===== src/rtl/mix_columns_iter.sv =====
// mix_columns_iter: iterative AES MixColumns stage, one 4-byte column per clock.
// Byte k of the state sits at bits [k*8 +: 8] of a [0:127] vector (bit 0 = MSB of
// byte 0), with k = 4*col + row, matching the rest of the round datapath.
// Optional build macro MIX_COLUMNS_INV_EN adds an 'inv' input that selects
// InvMixColumns for the block latched at the start edge.
module mix_columns_iter #(
    parameter int word_size  = 8,
    parameter int array_size = 16
) (
    input  logic                             clk,
    input  logic                             rst,
    input  logic                             en,
`ifdef MIX_COLUMNS_INV_EN
    input  logic                             inv,
`endif
    input  logic [0:word_size*array_size-1]  Data,
    output logic [0:word_size*array_size-1]  Mixed_Data,
    output logic                             busy,
    output logic                             done
);

    localparam int STATE_W = word_size * array_size;

    localparam logic [0:0] IDLE = 1'b0;
    localparam logic [0:0] RUN  = 1'b1;

    // Multiply by x in GF(2^8) modulo x^8+x^4+x^3+x+1.
    function automatic logic [7:0] xtime(input logic [7:0] x);
        return {x[6:0], 1'b0} ^ (x[7] ? 8'h1b : 8'h00);
    endfunction

    // Forward column mix; column packed as {a0, a1, a2, a3} with a0 in the top byte.
    function automatic logic [31:0] fwd_mix(input logic [31:0] c);
        logic [7:0] a0, a1, a2, a3;
        logic [7:0] d0, d1, d2, d3;
        a0 = c[31:24];
        a1 = c[23:16];
        a2 = c[15:8];
        a3 = c[7:0];
        d0 = xtime(a0);
        d1 = xtime(a1);
        d2 = xtime(a2);
        d3 = xtime(a3);
        return {d0 ^ (d1 ^ a1) ^ a2 ^ a3,
                a0 ^ d1 ^ (d2 ^ a2) ^ a3,
                a0 ^ a1 ^ d2 ^ (d3 ^ a3),
                (d0 ^ a0) ^ a1 ^ a2 ^ d3};
    endfunction

`ifdef MIX_COLUMNS_INV_EN
    // Inverse column mix; 9x, bx, dx, ex are assembled from x, 2x, 4x and 8x.
    function automatic logic [31:0] inv_mix(input logic [31:0] c);
        logic [7:0] a   [4];
        logic [7:0] m9  [4];
        logic [7:0] mb  [4];
        logic [7:0] md  [4];
        logic [7:0] me  [4];
        logic [7:0] x2, x4, x8;
        for (int i = 0; i < 4; i++) begin
            a[i]  = c[31-8*i -: 8];
            x2    = xtime(a[i]);
            x4    = xtime(x2);
            x8    = xtime(x4);
            m9[i] = x8 ^ a[i];
            mb[i] = x8 ^ x2 ^ a[i];
            md[i] = x8 ^ x4 ^ a[i];
            me[i] = x8 ^ x4 ^ x2;
        end
        return {me[0] ^ mb[1] ^ md[2] ^ m9[3],
                m9[0] ^ me[1] ^ mb[2] ^ md[3],
                md[0] ^ m9[1] ^ me[2] ^ mb[3],
                mb[0] ^ md[1] ^ m9[2] ^ me[3]};
    endfunction
`endif

    logic [0:0]          state_r;
    logic [1:0]          col_r;
    logic [0:STATE_W-1]  work_r;
    logic [31:0]         col_in_s;
    logic [31:0]         col_out_s;
    logic [0:STATE_W-1]  next_work_s;
`ifdef MIX_COLUMNS_INV_EN
    logic                inv_r;
`endif

    // Mix the column selected by col_r and merge it back into a copy of the work state.
    always_comb begin
        col_in_s = work_r[{col_r, 5'd0} +: 32];
`ifdef MIX_COLUMNS_INV_EN
        if (inv_r) begin
            col_out_s = inv_mix(col_in_s);
        end else begin
            col_out_s = fwd_mix(col_in_s);
        end
`else
        col_out_s = fwd_mix(col_in_s);
`endif
        next_work_s = work_r;
        next_work_s[{col_r, 5'd0} +: 32] = col_out_s;
    end

    // Control FSM, column counter, work register and registered outputs.
    always_ff @(posedge clk or negedge rst) begin
        if (!rst) begin
            state_r    <= IDLE;
            col_r      <= 2'd0;
            work_r     <= {STATE_W{1'b0}};
            Mixed_Data <= {STATE_W{1'b0}};
            busy       <= 1'b0;
            done       <= 1'b0;
`ifdef MIX_COLUMNS_INV_EN
            inv_r      <= 1'b0;
`endif
        end else begin
            done <= 1'b0;
            case (state_r)
                IDLE: begin
                    if (en) begin
                        work_r  <= Data;
                        col_r   <= 2'd0;
                        state_r <= RUN;
                        busy    <= 1'b1;
`ifdef MIX_COLUMNS_INV_EN
                        inv_r   <= inv;
`endif
                    end else begin
                        state_r <= IDLE;
                    end
                end
                RUN: begin
                    work_r <= next_work_s;
                    if (col_r == 2'd3) begin
                        // Last column: publish the finished state and return to idle.
                        Mixed_Data <= next_work_s;
                        done       <= 1'b1;
                        busy       <= 1'b0;
                        state_r    <= IDLE;
                        col_r      <= 2'd0;
                    end else begin
                        col_r <= col_r + 2'd1;
                    end
                end
                default: begin
                    state_r <= IDLE;
                    col_r   <= 2'd0;
                    busy    <= 1'b0;
                end
            endcase
        end
    end

endmodule


===== config.mk =====
export PLATFORM = sky130hd
export DESIGN_NAME = mix_columns_iter
export DESIGN_NICKNAME = d
export VERILOG_FILES = /design/src/rtl/mix_columns_iter.sv
export SDC_FILE = /design/constraint.sdc
export NUM_CORES = 1
export LEC_CHECK = 0
export BUFFER_PORTS_ARGS = -buffer_cell sky130_fd_sc_hd__buf_2
export CORE_UTILIZATION = 40
export DETAILED_ROUTE_END_ITERATION = 8
export GPL_ROUTABILITY_DRIVEN = 0
export GPL_TIMING_DRIVEN = 0
export PLACE_DENSITY = 0.6
export SETUP_SLACK_MARGIN = 0.2
export SKIP_CTS_REPAIR_TIMING = 1
export SLEW_MARGIN = 15
export SYNTH_ARGS = -nofsm -noshare
export SYNTH_HDL_FRONTEND = slang
export SYNTH_SLANG_ARGS = --single-unit

===== constraint.sdc =====
create_clock -name clk -period 2.2 [get_ports clk]
set_input_delay 0.22 -clock clk [delete_from_list [all_inputs] [get_ports clk]]
set_output_delay 0.22 -clock clk [all_outputs]
set_load 0.1 [all_outputs]

==> results of run 1 <==
-- Yosys cell counts (all sizes together) --
cell type  number  share of area [%]
a21o            1              0.053
a21oi          96                3.4
a22oi          32                1.7
a31o            1              0.061
buf            13               0.70
clkbuf        107                2.8
dfrtp         261                 46
ha              4               0.35
inv             4               0.11
mux2i          96                6.7
mux4           32                5.0
nand2          34               0.89
nand3           3               0.11
nand3b         96                5.0
nand4           4               0.18
nor2            4               0.11
nor2b           1              0.044
nor3            1              0.035
nor3b          96                5.0
o21ai         160                5.6
o221ai         96                6.0
o31ai           1              0.053
xnor2          26                2.7
xnor3          31                4.9
xor2            7               0.53
xor3           12                2.0
-- per-stage QoR --
step           instances  TNS (ns)  area [um2]
5_1_grt             2094    -97.07       19500
3_5_place_dp        1935   -143.65       16400
2_1_floorplan       1219     -3.05       14400
4_1_cts             1983   -145.75       17200
6_report            2095    -88.44       19500
3_3_place_gp        1933  -1205.12       16300
-- layout make-up --
class	instances	share of cell area, %
multi-input combinational	834	42.5
sequential	261	33.5
timing repair buffer	372	13.2
clock buffer	41	4.20
buffer	120	3.47
tap	455	2.92
clock inverter	7	0.179
inverter	4	0.0769
antenna	1	0.0128
-- sequential cells by signal (all words and copies together) (netlist names) --
register,flops
col_r,2
state_r,1
busy,1
work_r,128
Mixed_Data,128
done,1
-- worst min path at each step --
stage | startpoint | end | slack, ns | depth (start not counted)
floorplan | rst | Mixed_Data[0] | -0.08 | 0
global placement | Mixed_Data[112] | Mixed_Data[112] | 0.46 | 2
detailed placement | rst | Mixed_Data[102] | 0.29 | 1
CTS | rst | Mixed_Data[102] | -0.30 | 1
global route | Data[73] | work_r[73] | -0.00004 | 3
finish | Data[47] | work_r[47] | -0.02 | 3
-- worst max-delay path: cells and delay by family (launching register included) --
kind	cells	cell delay (ns)
buf+inv	5	0.78
compound gates	1	0.10
mux	1	0.61
flops	1	0.43
xor+xnor	2	0.68
-- routing by layer --
| layer | wire length (um) | up-vias |
|---|---|---|
| met5 | 0 | - |
| li1 | - | 5486 |
| met4 | 1930 | 0 |
| met2 | 26700 | 631 |
| met3 | 4350 | 120 |
| met1 | 24300 | 6584 |
-- kinds of logic (layout without fill, tap and decap cells) --
kind of cell    Yosys count  count (layout)  share of synthesized area, %
compound gates          387             387                          16.9
flops                   261             261                          45.8
simple gates            239             239                          11.5
mux                     128             128                          11.8
buf+inv                 124             544                          3.62
xor+xnor                 76              76                          10.2
fa+ha+maj                 4               4                         0.351
other cells               0               1                             0
==> impl_metrics.toml, run 1 <==
[clock_network]
cts_sinks = 261
clk_latency_ns = 0.56
numCtsBuffers = 29
htree_levels = 1
path_clk_slew_ns = 0.06
cts_tree = "yes"
clock-root-buffer = "clkbuf_16"
clk_path_buf_depth = 3

[final_layout]
utilization_pct = 56.1
layout_common_cells = "buf_2, dfrtp_1"
fin_nets = 1757
layout_commonest_cell = "buf_2"
area_growth_pct = 36.8
layout-drive-gt1-share_pct = 41.7
fillers = 2992
multi_input_area_mm2 = 0.00829
regArea_mm2 = 0.00653

[grt]
use_met2_pct = 47.4
grt_start_max_net_pins = 98
grt-busiest-layer = "met2"
grt_antenna_before_repair = 0
grt_use_met3_pct = 4.14
grt_pass1_vias = 12187
grt_usage_pct = 30.1
grt_pass1_wl_um = 80300
grt_use_met1_pct = 42.6
grt.overflow.total = 0

[critical_path]
reg2reg_from = "col_r[0]"
required_ns = 2.69
timing.rr.end = "Mixed_Data[76]"
critPathKind = "reg2reg"
path_cells = "buf_12 > buf_16 > buf_4 > mux4_2 > xor2_2 > buf_4 > xnor3_2 > buf_4 > o21ai_2"
regToRegSetupSlack_ns = -0.48
slowest_stage = "mux4_2"
cp-startpoint = "col_r[0]"
path_common_cell = "buf_4"
path_max_fanout = 8
endpoint = "Mixed_Data[76]"
slowest_delay_ns = 0.61
arrival_ns = 3.16
rr_worst_depth = 9
start_kind = "flip-flop"
critPathCaptureType = "flip-flop"

[outcome]
violations = "hold timing, setup timing"
outcome = "finished with violations"

[sta]
relSlewSlack_pct = 33.1
skew_ns = 0.0187
fin_crit_sh_pct = 122
period_needed_ns = 2.68
maxSlewViolCount = 0
rsz0062_at_grt = "yes"
setup-violations-final = 256
hold_violations = 10
whs_ns = -0.0182
tightest_slew_ns = 1.00
fmax_ghz = 0.374
finalWorstSetupSlack_ns = -0.476

[floorplanning]
pin_count = 261
initial_core_util_pct = 41.0
die_w_um = 191
die_area_mm2 = 0.0364
rows = 68
fp.dieH_um = 191
coreArea_mm2 = 0.0348

[route]
via_per_inst = 6.12
dr.first_iter.drc_count = 1196
wire_per_inst_um = 27.3
route.vias.total = 12821
dr.pass1.iters = 6
final_antenna_net_count = 0
drc = 0
wl_um = 57300

[min_path]
worstHoldPathType = "in2reg"

[logic_synthesis]
syn_nets = 1354
synth.avg_cell_area_um2 = 11.7
synth.distinct_cells = 36
syn_area_mm2 = 0.0143
ys_seq_elements = 261
ys.warnings.count = 0
synth-seq-area-share_pct = 45.8
netlist_instances = 1219

[place]
io_buffers = 259
dp_hpwl_um = 39800
dp_slack_ns = -0.818

[flow_run]
maxCapViolations = 0
Power of run 1 is left out: the tool's default activity adds up to more than one toggle a clock period on the data nets, which glitch-free logic cannot reach.
==> run 2, diff against run 1 <==
- BUFFER_PORTS_ARGS: -buffer_cell sky130_fd_sc_hd__buf_2 -> -buffer_cell sky130_fd_sc_hd__buf_4
- GPL_TIMING_DRIVEN: 0 -> unset
==> impl_metrics.toml, run 2 (synthesized netlist as in run 1, its figures left out) <==
[outcome]
outcome = "finished with violations"
violations = "hold timing, setup timing"

[route]
final_antenna_net_count = 0
dr.first_iter.drc_count = 928
route.vias.total = 12132
wl_um = 50700
via_per_inst = 5.98
dr.pass1.iters = 5
wire_per_inst_um = 25.0
drc = 0

[critical_path]
arrival_ns = 3.01
critPathKind = "reg2reg"
path_max_fanout = 15
start_kind = "flip-flop"
critPathCaptureType = "flip-flop"
required_ns = 2.67

[clock_network]
htree_levels = 1
clk_latency_ns = 0.55
clock-root-buffer = "clkbuf_16"
cts_sinks = 261
numCtsBuffers = 29
clk_path_buf_depth = 3
cts_tree = "yes"
path_clk_slew_ns = 0.06

[flow_run]
maxCapViolations = 0

[grt]
grt_pass1_wl_um = 74700
grt_antenna_before_repair = 0
grt_pass1_vias = 11637
grt_usage_pct = 27.3
grt_start_max_net_pins = 128
grt.overflow.total = 0

[sta]
tightest_slew_ns = 1.06
maxSlewViolCount = 0
finalWorstSetupSlack_ns = -0.334
fin_crit_sh_pct = 115
skew_ns = 0.0100
fmax_ghz = 0.395
setup-violations-final = 256
hold_violations = 5
whs_ns = -0.00351
relSlewSlack_pct = 29.3
rsz0062_at_grt = "yes"
period_needed_ns = 2.53

[floorplanning]
fp.dieH_um = 191
die_area_mm2 = 0.0364
coreArea_mm2 = 0.0348
die_w_um = 191
initial_core_util_pct = 41.0
pin_count = 261
rows = 68

[place]
dp_hpwl_um = 33400
io_buffers = 260

[final_layout]
layout_commonest_cell = "buf_4"
diodes = 0
fin_nets = 1692
layout_common_cells = "buf_4, dfrtp_1, o21ai_1"
fillers = 2983
largestRegisters = "Mixed_Data x128, work_r x128, col_r x2"
area_growth_pct = 36.5
layout-drive-gt1-share_pct = 38.4

[min_path]
worstHoldPathType = "in2reg"
[run 2: cell count changes in the layout (fill, tap and decap cells not counted), sizes merged]
cell and delta:
dlygate4sd3 +2, buf +33, clkbuf -98, clkinv -3, bufinv +1, diode -1, nor2 +1
[run 2: final timing paths]
check / cells after the start / startpoint / end / slack (ns)
worst max-delay path: 7 / col_r[0] / Mixed_Data[123] / -0.33
worst min-delay path: 3 / Data[17] / work_r[17] / -0.004
min in group asynchronous: 2 / rst / Mixed_Data[39] / 0.22
max in group asynchronous: 3 / rst / Mixed_Data[45] / 1.23
worst min register to register: 2 / Mixed_Data[111] / Mixed_Data[111] / 0.48
worst max register to register: 7 / col_r[0] / Mixed_Data[123] / -0.33
[run 2: routing by layer]
layer  GRT usage [%]  up-vias  routed length [um]
li1                -     5353                   -
met1            39.0     6177               21600
met2            43.1      539               24100
met3            4.56       63                3850
met4            6.43        0                1130
met5               0        -                   0
[run 2: layout make-up]
cell class / count / area, um2 / area share [%]
Clock inverter: 5 / 50.0 / 0.257
Clock buffer: 44 / 852 / 4.37
Multi-Input combinational cell: 835 / 7850 / 40.3
Inverter: 4 / 15.0 / 0.0771
Tap cell: 455 / 569 / 2.92
Timing Repair Buffer: 426 / 3600 / 18.5
Sequential cell: 261 / 6540 / 33.6
[run 2: worst max-delay path, cell delays in order, from the launching register on]
cell	delay, ns
dfrtp_2	0.43
buf_12	0.18
buf_4	0.13
mux4_2	0.58
xnor2_4	0.26
xnor3_2	0.59
buf_4	0.19
o21ai_1	0.10
[run 2: metrics by stage]
| step | worst slack, ns | TNS [ns] | instances | util (%) | area (um2) |
|---|---|---|---|---|---|
| after global routing | -0.399 | -66.84 | 2030 | 56.0 | 19500 |
| after detailed placement | -0.350 | -47.25 | 1914 | 50.2 | 17500 |
| final | -0.334 | -47.89 | 2030 | 56.0 | 19500 |
| after CTS | -0.361 | -52.22 | 1963 | 52.8 | 18400 |
| after global placement | -0.305 | -39.84 | 1914 | 50.2 | 17500 |
| after floorplan | -0.0736 | -3.05 | 1219 | - | 14400 |
Power of run 2 is left out for the same reason.
